--- config.mk ---
export PLATFORM = sky130hd
export DESIGN_NAME = ysyx_25070198_lsu_ext
export DESIGN_NICKNAME = d
export VERILOG_FILES = /design/src/rtl/ysyx_25070198_lsu_pkg.sv /design/src/rtl/ysyx_25070198_lsu_align.sv /design/src/rtl/ysyx_25070198_lsu_ext.sv
export SDC_FILE = /design/constraint.sdc
export NUM_CORES = 1
export LEC_CHECK = 0
export CORE_ASPECT_RATIO = 0.6
export CORE_MARGIN = 2
export CORE_UTILIZATION = 25
export DETAILED_ROUTE_END_ITERATION = 10
export GPL_TIMING_DRIVEN = 0
export PLACE_DENSITY = 0.63
export RECOVER_POWER = 25
export SKIP_LAST_GASP = 1
export SYNTH_ARGS = -nofsm -noshare
export SYNTH_HDL_FRONTEND = slang
export SYNTH_SLANG_ARGS = --single-unit
--- constraint.sdc ---
create_clock -name clk -period 4.2 [get_ports clk]
set_clock_uncertainty 0.1 [all_clocks]
set_input_delay 0.84 -clock clk [delete_from_list [all_inputs] [get_ports clk]]
set_output_delay 0.84 -clock clk [all_outputs]
set_load 0.1 [all_outputs]
--- src/rtl/ysyx_25070198_lsu_pkg.sv ---
`default_nettype none
// +----------------------------------------------------------------------+
// | ysyx_25070198_lsu_pkg                                                |
// | Shared state, access-size and error encodings for the extended LSU.  |
// | Rev 1.0                                                              |
// +----------------------------------------------------------------------+
package ysyx_25070198_lsu_pkg;

  typedef enum logic [1:0] {
    ST_IDLE = 2'd0,
    ST_WAIT = 2'd1,
    ST_DONE = 2'd2
  } lsu_state_t;

  typedef enum logic [1:0] {
    SZ_B = 2'd0,
    SZ_H = 2'd1,
    SZ_W = 2'd2,
    SZ_D = 2'd3
  } lsu_size_t;

  localparam logic [1:0] ERR_NONE     = 2'd0;
  localparam logic [1:0] ERR_MISALIGN = 2'd1;
  localparam logic [1:0] ERR_BUS      = 2'd2;
  localparam logic [1:0] ERR_TIMEOUT  = 2'd3;

  function automatic logic [3:0] size_bytes(input logic [1:0] size);
    return 4'd1 << size;
  endfunction

endpackage
`default_nettype wire

--- src/rtl/ysyx_25070198_lsu_align.sv ---
`default_nettype none
// +----------------------------------------------------------------------+
// | ysyx_25070198_lsu_align                                              |
// | Combinational lane shifting: store data/mask and load extract/extend.|
// | Rev 1.0                                                              |
// +----------------------------------------------------------------------+
module ysyx_25070198_lsu_align
  import ysyx_25070198_lsu_pkg::*;
#(
  parameter int DATA_W = 32,
  parameter int LANES  = DATA_W / 8,
  parameter int OFF_W  = $clog2(DATA_W / 8)
) (
  input  logic [OFF_W-1:0]  st_off,
  input  logic [1:0]        st_size,
  input  logic [DATA_W-1:0] st_wdata,
  output logic [DATA_W-1:0] st_wdata_sh,
  output logic [LANES-1:0]  st_wmask,
  input  logic [OFF_W-1:0]  ld_off,
  input  logic [1:0]        ld_size,
  input  logic              ld_signed,
  input  logic [DATA_W-1:0] ld_rdata,
  output logic [DATA_W-1:0] ld_result
);

  logic [LANES-1:0]  w_mask_base;
  logic [DATA_W-1:0] w_ld_shift;
  logic [DATA_W-1:0] w_keep;
  logic              w_sign;

  always_comb begin
    w_mask_base = '1;
    case (st_size)
      SZ_B:    w_mask_base = LANES'(4'h1);
      SZ_H:    w_mask_base = LANES'(4'h3);
      SZ_W:    w_mask_base = LANES'(4'hF);
      default: w_mask_base = '1;
    endcase
  end

  assign st_wmask    = w_mask_base << st_off;
  assign st_wdata_sh = st_wdata << {st_off, 3'b000};
  assign w_ld_shift  = ld_rdata >> {ld_off, 3'b000};

  // w_keep selects the bits that come from memory; the rest are extension.
  always_comb begin
    w_keep = '1;
    w_sign = w_ld_shift[DATA_W-1];
    case (ld_size)
      SZ_B: begin
        w_keep = DATA_W'(8'hFF);
        w_sign = w_ld_shift[7];
      end
      SZ_H: begin
        w_keep = DATA_W'(16'hFFFF);
        w_sign = w_ld_shift[15];
      end
      SZ_W: begin
        w_keep = DATA_W'(32'hFFFF_FFFF);
        w_sign = w_ld_shift[31];
      end
      default: begin
        w_keep = '1;
        w_sign = w_ld_shift[DATA_W-1];
      end
    endcase
  end

  assign ld_result = (w_ld_shift & w_keep) | (~w_keep & {DATA_W{ld_signed & w_sign}});

endmodule
`default_nettype wire

--- src/rtl/ysyx_25070198_lsu_ext.sv ---
`default_nettype none
// +----------------------------------------------------------------------+
// | ysyx_25070198_lsu_ext                                                |
// | Latching load/store unit between EXU and the SimpleBus data port.    |
// | Rev 1.0                                                              |
// +----------------------------------------------------------------------+
module ysyx_25070198_lsu_ext
  import ysyx_25070198_lsu_pkg::*;
#(
  parameter int DATA_W  = 32,
  parameter int ADDR_W  = 32,
  parameter int TIMEOUT = 0
) (
  input  logic                  clk,
  input  logic                  rst,
  input  logic                  req_valid,
  output logic                  req_ready,
  input  logic                  req_wen,
  input  logic [ADDR_W-1:0]     req_addr,
  input  logic [DATA_W-1:0]     req_wdata,
  input  logic [1:0]            req_size,
  input  logic                  req_signed,
  output logic                  resp_valid,
  output logic [DATA_W-1:0]     resp_rdata,
  output logic [1:0]            resp_err,
  output logic                  bus_reqValid,
  output logic [ADDR_W-1:0]     bus_addr,
  output logic                  bus_wen,
  output logic [DATA_W-1:0]     bus_wdata,
  output logic [DATA_W/8-1:0]   bus_wmask,
  input  logic [DATA_W-1:0]     bus_rdata,
  input  logic                  bus_respValid,
  input  logic                  bus_respErr
);

  localparam int LANES = DATA_W / 8;
  localparam int OFF_W = $clog2(LANES);
  localparam int CNT_W = (TIMEOUT > 1) ? $clog2(TIMEOUT) : 1;
  localparam logic [CNT_W-1:0] c_cnt_last = CNT_W'((TIMEOUT > 0) ? TIMEOUT - 1 : 0);

  lsu_state_t        r_state;
  logic [OFF_W-1:0]  r_off;
  logic [1:0]        r_size;
  logic              r_signed;
  logic [CNT_W-1:0]  r_cnt;

  logic [OFF_W-1:0]  w_req_off;
  logic [3:0]        w_bytes;
  logic              w_legal;
  logic              w_timeout;
  logic [DATA_W-1:0] w_st_wdata;
  logic [LANES-1:0]  w_st_wmask;
  logic [DATA_W-1:0] w_ld_result;

  assign req_ready = (r_state == ST_IDLE);
  assign w_req_off = req_addr[OFF_W-1:0];
  assign w_bytes   = size_bytes(req_size);
  assign w_legal   = (w_bytes <= 4'(LANES)) &&
                     ((w_req_off & OFF_W'(w_bytes - 4'd1)) == '0);

  generate
    if (TIMEOUT > 0) begin : g_timeout
      assign w_timeout = (r_cnt == c_cnt_last);
    end else begin : g_no_timeout
      assign w_timeout = 1'b0;
    end
  endgenerate

  ysyx_25070198_lsu_align #(
    .DATA_W (DATA_W)
  ) u_align (
    .st_off      (w_req_off),
    .st_size     (req_size),
    .st_wdata    (req_wdata),
    .st_wdata_sh (w_st_wdata),
    .st_wmask    (w_st_wmask),
    .ld_off      (r_off),
    .ld_size     (r_size),
    .ld_signed   (r_signed),
    .ld_rdata    (bus_rdata),
    .ld_result   (w_ld_result)
  );

  always_ff @(posedge clk) begin
    if (rst) begin
      r_state      <= ST_IDLE;
      r_off        <= '0;
      r_size       <= '0;
      r_signed     <= 1'b0;
      r_cnt        <= '0;
      resp_valid   <= 1'b0;
      resp_rdata   <= '0;
      resp_err     <= ERR_NONE;
      bus_reqValid <= 1'b0;
      bus_addr     <= '0;
      bus_wen      <= 1'b0;
      bus_wdata    <= '0;
      bus_wmask    <= '0;
    end else begin
      case (r_state)
        ST_IDLE: begin
          resp_valid <= 1'b0;
          if (req_valid) begin
            r_off    <= w_req_off;
            r_size   <= req_size;
            r_signed <= req_signed;
            r_cnt    <= '0;
            if (w_legal) begin
              r_state      <= ST_WAIT;
              bus_reqValid <= 1'b1;
              bus_addr     <= {req_addr[ADDR_W-1:OFF_W], {OFF_W{1'b0}}};
              bus_wen      <= req_wen;
              bus_wdata    <= w_st_wdata;
              bus_wmask    <= w_st_wmask;
            end else begin
              r_state    <= ST_DONE;
              resp_valid <= 1'b1;
              resp_rdata <= '0;
              resp_err   <= ERR_MISALIGN;
            end
          end
        end
        ST_WAIT: begin
          r_cnt <= r_cnt + 1'b1;
          // A response arriving on the timeout cycle takes priority.
          if (bus_respValid) begin
            r_state      <= ST_DONE;
            bus_reqValid <= 1'b0;
            resp_valid   <= 1'b1;
            resp_err     <= bus_respErr ? ERR_BUS : ERR_NONE;
            resp_rdata   <= (bus_respErr || bus_wen) ? '0 : w_ld_result;
          end else if (w_timeout) begin
            r_state      <= ST_DONE;
            bus_reqValid <= 1'b0;
            resp_valid   <= 1'b1;
            resp_err     <= ERR_TIMEOUT;
            resp_rdata   <= '0;
          end
        end
        ST_DONE: begin
          resp_valid <= 1'b0;
          r_state    <= ST_IDLE;
        end
        default: begin
          r_state <= ST_IDLE;
        end
      endcase
    end
  end

endmodule
`default_nettype wire
==> flow_metrics.env, run 1 <==
export IMPL_drv_slew=0
export IMPL_worst_slew_pin_slew_ns=1.08
export IMPL_grt_first_pass_wirelength_um=29100
export IMPL_insertion_delay_ns=0.35
export IMPL_layout_min_cycle_time_ns=3.48
export IMPL_synth_top_cell_by_area="dfxtp_1"
export IMPL_clk_pin_slew_worst_paths_ns=0.07
export IMPL_hold_violations=0
export IMPL_ios=211
export IMPL_setup_viol=0
export IMPL_grt_start_max_net_pins=17
export IMPL_drc_errors=0
export IMPL_port_buffers=207
export IMPL_place_gp_congestion=0.847
export IMPL_slew_headroom=0.280
export IMPL_synthSimpleGateAreaFrac=0.185
export IMPL_path_max_fanout=10
export IMPL_grt_overflow_total=0
export IMPL_drive_above_1_share=0.0517
export IMPL_max_freq_mhz=287
export IMPL_numCtsBuffers=9
export IMPL_antenna_found_initial=0
export IMPL_cts_tree="built"
export IMPL_post_cts_setup_buffers=0
export IMPL_rsz0062_at_grt="no"
export IMPL_grt_usage=0.183
export IMPL_synth_top_area_frac=0.442
export IMPL_first_pass_iters=5
export IMPL_start_util=0.259
export IMPL_synth_flop_cell="dfxtp_1"
export IMPL_critPathMaxStageDelay_ns=0.67
export IMPL_synth_fa_ha_area_frac=0.00753
export IMPL_ant_nets=0
export IMPL_syn2layout_area_growth_pct=54.1
export IMPL_leakage_nw=2.71
export IMPL_hold_class="flop to flop"
export IMPL_tns_ns=0
export IMPL_utilization=0.398
export IMPL_synth_compound_area_frac=0.218
export IMPL_synth_top_family_by_area="compound AO/OA/AOI/OAI gates"
export IMPL_rows=39
export IMPL_die_area_um2=21100
export IMPL_cts_num_sinks=110
export IMPL_async_flop_share=0
export IMPL_timing_final_crit_share=0.829
export IMPL_synthXorXnorAreaFrac=0
export IMPL_maxCapViolCount=0
export IMPL_final_cell_mix="clkdlybuf4s50_1 (205), nand2_1 (136), dfxtp_1 (110)"
export IMPL_synth_edff_count=0
export IMPL_mostFrequentLayoutCell="clkdlybuf4s50_1"
export IMPL_core_area_um2=19300
export IMPL_ys_warn_count=0
export IMPL_diodes=0
export IMPL_muxShareOfSynthArea=0.0909
export IMPL_ctsResizeCount=0
export IMPL_die_w_um=186
export IMPL_routedWlPerCell_um=17.9
export IMPL_critPathLaunchType="input port"
export IMPL_synthCells=592
export IMPL_critPathKind="input port to flop"
export IMPL_htree_levels=3
export IMPL_powerDensity_nw_per_um2=368
export IMPL_cp_end_kind="flop"
export IMPL_crit_chain="dlygate4sd3_1 > o21ai_0 > a21oi_1 > a21boi_0 > clkbuf_1 > a32o_1"
export IMPL_avgSynthCellArea_um2=8.42
export IMPL_ctsRootBufferMaster="clkbuf_16"
export IMPL_peakVddDrop_mv=0.240
export IMPL_ys_seq_area_frac=0.442
export IMPL_slowest_stage="o21ai_0"
export IMPL_routed_wl_um=19300
export IMPL_fillers=2001
export IMPL_clock_path_buffers=2
export IMPL_drt_iter0_drc=336
export IMPL_yosys_cell_types_count=44
export IMPL_nNetsFinal=919
export IMPL_outcome="complete, no violations"
export IMPL_synth_area_leaders="dfxtp_1 (44%), nand2_1 (10%), a21oi_1 (7.7%), mux2i_1 (6.8%), a32o_1 (4.6%)"
export IMPL_power_mw=2.83
export IMPL_synth_seq_cells=110
export IMPL_die_h_um=113
export IMPL_worstPathRequired_ns=4.39
export IMPL_dr_total_vias=5212
export IMPL_worst_ep_arrival_time_ns=3.67
export IMPL_hold_buffers=0
export IMPL_grt_pass1_vias=4972
export IMPL_viasPerCell=4.83
export IMPL_dp_hpwl_um=15300
export IMPL_synth_area_um2=4980
==> cell families (layout without fill, tap and decap cells) <==
| family | after synthesis | in the layout |
|---|---|---|
| adder cells (fa/ha/maj) | 3 | 3 |
| other | 1 | 2 |
| AND/OR/NAND/NOR | 214 | 214 |
| multiplexers | 43 | 43 |
| buffers and inverters | 59 | 279 |
| flip-flops | 110 | 110 |
| AO/OA/AOI/OAI | 162 | 162 |
==> where the power goes <==
group          internal (mW)  switching [mW]  total (mW)
registers               1.09          0.0253        1.11
logic                  0.257           0.555       0.812
clock network          0.513           0.390       0.903
==> registers in the layout, indices dropped and copies added (netlist names) <==
register	count
r_size	2
bus_wen	1
resp_valid	1
r_signed	1
bus_wdata	32
resp_err	2
resp_rdata	32
bus_reqValid	1
r_off	2
bus_addr	30
bus_wmask	4
r_state	2
==> metal layers <==
metal / up-vias / track usage / wire [um]
li1: 2511 / - / -
met1: 2490 / 0.277 / 9890
met2: 193 / 0.240 / 7360
met3: 18 / 0.0695 / 1870
met4: 0 / 0.0373 / 180
met5: - / 0 / 0
==> critical path: cells and delay by family <==
family          cells  cell delay (ns)
compound gates      4             1.67
buf+inv             2             1.16
==> Yosys cell counts, types with 2 or more instances <==
| cell | n |
|---|---|
| nand2_1 | 136 |
| dfxtp_1 | 110 |
| a21oi_1 | 77 |
| mux2i_1 | 34 |
| clkbuf_1 | 25 |
| nor2_1 | 24 |
| a32o_1 | 23 |
| buf_2 | 18 |
| o21ai_0 | 15 |
| nand3_1 | 11 |
| nor3_1 | 11 |
| a211oi_1 | 10 |
| a22o_1 | 9 |
| nor2b_1 | 9 |
| o211ai_1 | 9 |
| or3_1 | 9 |
| mux2_2 | 8 |
| a211o_1 | 7 |
| inv_1 | 6 |
| buf_4 | 4 |
| buf_1 | 3 |
| buf_6 | 3 |
| ha_1 | 3 |
| nand2b_1 | 3 |
| and2_1 | 2 |
| and2b_1 | 2 |
| and3b_1 | 2 |
| nand3b_1 | 2 |
| o21ai_2 | 2 |
==> worst paths after layout <==
check                                           startpoint                           to  slack [ns]  cells after the start
worst max-delay path                           req_addr[0]  resp_rdata[16]$_SDFFE_PP0P_        0.72                      6
worst min-delay path            bus_wdata[12]$_SDFFE_PP0P_   bus_wdata[12]$_SDFFE_PP0P_        0.35                      2
worst max register to register     r_state[0]$_SDFFE_PP0P_   bus_wdata[28]$_SDFFE_PP0P_        1.36                      9
worst min register to register  bus_wdata[12]$_SDFFE_PP0P_   bus_wdata[12]$_SDFFE_PP0P_        0.35                      2
==> layout make-up <==
cell class	count	area (um^2)	area share
timing repair buffer	207	2070	0.270
sequential	110	2200	0.287
inverter	6	22.5	0.00293
clock buffer	9	225	0.0293
multi-input combinational	424	2500	0.326
buffer	53	250	0.0326
tap	266	333	0.0433
clock inverter	4	75.1	0.00978
==> per-stage QoR <==
| stage | area (um^2) | hold WS, ns | setup slack [ns] | instances |
|---|---|---|---|---|
| global route | 7680 | 0.366 | 0.431 | 1079 |
| finish | 7680 | 0.353 | 0.719 | 1079 |
| CTS | 7690 | 0.357 | 0.915 | 1079 |
| global placement | 7390 | 0.340 | 0.817 | 1066 |
| floorplan | 4990 | 0.358 | 1.58 | 593 |
| detailed placement | 7390 | 0.346 | 0.857 | 1066 |
(Power assumes the default switching activity.)
==> inputs of run 2 (changes only) <==
==> constraint.sdc (replaced) <==
create_clock -name clk -period 3.45 [get_ports clk]
set_clock_uncertainty 0.1 [all_clocks]
set_input_delay 0.69 -clock clk [delete_from_list [all_inputs] [get_ports clk]]
set_output_delay 0.69 -clock clk [all_outputs]
set_load 0.1 [all_outputs]
==> flow_metrics.env, run 2 (synthesized netlist as in run 1, its figures left out) <==
export IMPL_outcome="complete, no violations"
export IMPL_cts_tree="built"
export IMPL_first_pass_iters=5
export IMPL_seqCellArea_um2=2200
export IMPL_critPathMaxStageDelay_ns=0.65
export IMPL_ctsResizeCount=0
export IMPL_mostFrequentLayoutCell="clkdlybuf4s50_1"
export IMPL_rsz0062_at_grt="no"
export IMPL_port_buffers=207
export IMPL_numCtsBuffers=9
export IMPL_clk_pin_slew_worst_paths_ns=0.06
export IMPL_die_h_um=113
export IMPL_die_w_um=186
export IMPL_hold_class="flop to flop"
export IMPL_dp_hpwl_um=15300
export IMPL_viasPerCell=4.83
export IMPL_ios=211
export IMPL_grt_usage=0.183
export IMPL_antenna_found_initial=0
export IMPL_slew_headroom=0.280
export IMPL_maxCapViolCount=0
export IMPL_powerDensity_nw_per_um2=448
export IMPL_ctsRootBufferMaster="clkbuf_16"
export IMPL_rows=39
export IMPL_instances_no_fill=1079
export IMPL_drv_slew=0
export IMPL_multi_input_area_um2=2500
export IMPL_dpl_worst_slack_ns=0.257
export IMPL_worstPathRequired_ns=3.55
export IMPL_ant_nets=0
export IMPL_setup_viol=0
export IMPL_whs_ns=0.353
export IMPL_place_gp_congestion=0.847
export IMPL_peakVddDrop_mv=0.288
export IMPL_htree_levels=3
export IMPL_drt_iter0_drc=344
export IMPL_critPathKind="input port to flop"
export IMPL_critPathLaunchType="input port"
export IMPL_path_max_fanout=10
export IMPL_slowest_stage="o21ai_0"
export IMPL_leakage_nw=2.72
export IMPL_tns_ns=0
export IMPL_cts_num_sinks=110
export IMPL_grt_overflow_total=0
export IMPL_routed_wl_um=19300
export IMPL_hold_violations=0
export IMPL_final_cell_mix="clkdlybuf4s50_1 (206), nand2_1 (136), dfxtp_1 (110)"
export IMPL_cp_top_family="buffers and inverters"
export IMPL_fillers=2003
export IMPL_syn2layout_area_growth_pct=54.2
export IMPL_clock_path_buffers=2
export IMPL_diodes=0
export IMPL_place_inst=1066
export IMPL_worst_ep_arrival_time_ns=3.28
export IMPL_grt_start_max_net_pins=17
export IMPL_grt_pass1_vias=4972
export IMPL_drive_above_1_share=0.0578
export IMPL_worst_path_buf_inv=3
export IMPL_worst_slew_pin_slew_ns=1.08
export IMPL_post_cts_setup_buffers=0
export IMPL_drc_errors=0
export IMPL_reg_top3="bus_wdata (32), resp_rdata (32), bus_addr (30)"
export IMPL_timing_final_crit_share=0.920
export IMPL_placed_area_um2=7390
export IMPL_die_area_um2=21100
export IMPL_hold_buffers=0
export IMPL_start_util=0.259
export IMPL_core_area_um2=19300
export IMPL_grt_first_pass_wirelength_um=29100
export IMPL_max_freq_mhz=315
export IMPL_cp_end_kind="flop"
export IMPL_setup_ws_ns=0.277
export IMPL_nNetsFinal=919
export IMPL_dr_total_vias=5210
export IMPL_crit_chain="dlygate4sd3_1 > o21ai_0 > nand3_1 > buf_2 > clkbuf_1 > a211oi_1 > nor3_1"
export IMPL_finalInstanceArea_um2=7690
export IMPL_routedWlPerCell_um=17.9
export IMPL_layout_min_cycle_time_ns=3.17
export IMPL_insertion_delay_ns=0.35
export IMPL_r2r_setup_slack_ns=0.84
run 2: final cells by class:
class / count / share of cell area
Sequential cell: 110 / 0.287
Multi-Input combinational cell: 424 / 0.325
Inverter: 6 / 0.00293
Tap cell: 266 / 0.0433
Buffer: 53 / 0.0334
Clock buffer: 9 / 0.0293
Timing Repair Buffer: 207 / 0.270
Clock inverter: 4 / 0.00977
run 2: routing by layer:
layer,global-route usage,part of all wire,wire length [um]
met5,0,0,0
met1,0.277,0.52,9940
met3,0.0695,0.096,1860
met2,0.240,0.38,7310
met4,0.0373,0.0098,189
run 2: worst min-delay path: stages (launching register included):
cell	delay (ns)
dfxtp_1	0.31
nand2_1	0.05
a21oi_1	0.05
run 2: power by group:
| part | leakage, nW | switching, mW | total (mW) | internal, mW |
|---|---|---|---|---|
| Combinational | 1.69 | 0.675 | 0.990 | 0.315 |
| Clock | 0.139 | 0.474 | 1.10 | 0.625 |
| Sequential | 0.893 | 0.0307 | 1.35 | 1.32 |
run 2: final timing paths:
check | startpoint | cells past startpoint | end
worst max-delay path | req_addr[1] | 7 | bus_wdata[23]$_SDFFE_PP0P_
worst min-delay path | bus_wdata[12]$_SDFFE_PP0P_ | 2 | bus_wdata[12]$_SDFFE_PP0P_
worst max register to register | r_state[1]$_SDFFE_PP0P_ | 9 | bus_wdata[23]$_SDFFE_PP0P_
worst min register to register | bus_wdata[12]$_SDFFE_PP0P_ | 2 | bus_wdata[12]$_SDFFE_PP0P_
run 2: per-stage QoR:
| stage | util | total power, mW |
|---|---|---|
| floorplan | - | 2.02 |
| global placement | 0.384 | 2.36 |
| detailed placement | 0.384 | 2.37 |
| CTS | 0.399 | 3.48 |
| global route | 0.399 | 3.59 |
| finish | 0.399 | 3.44 |
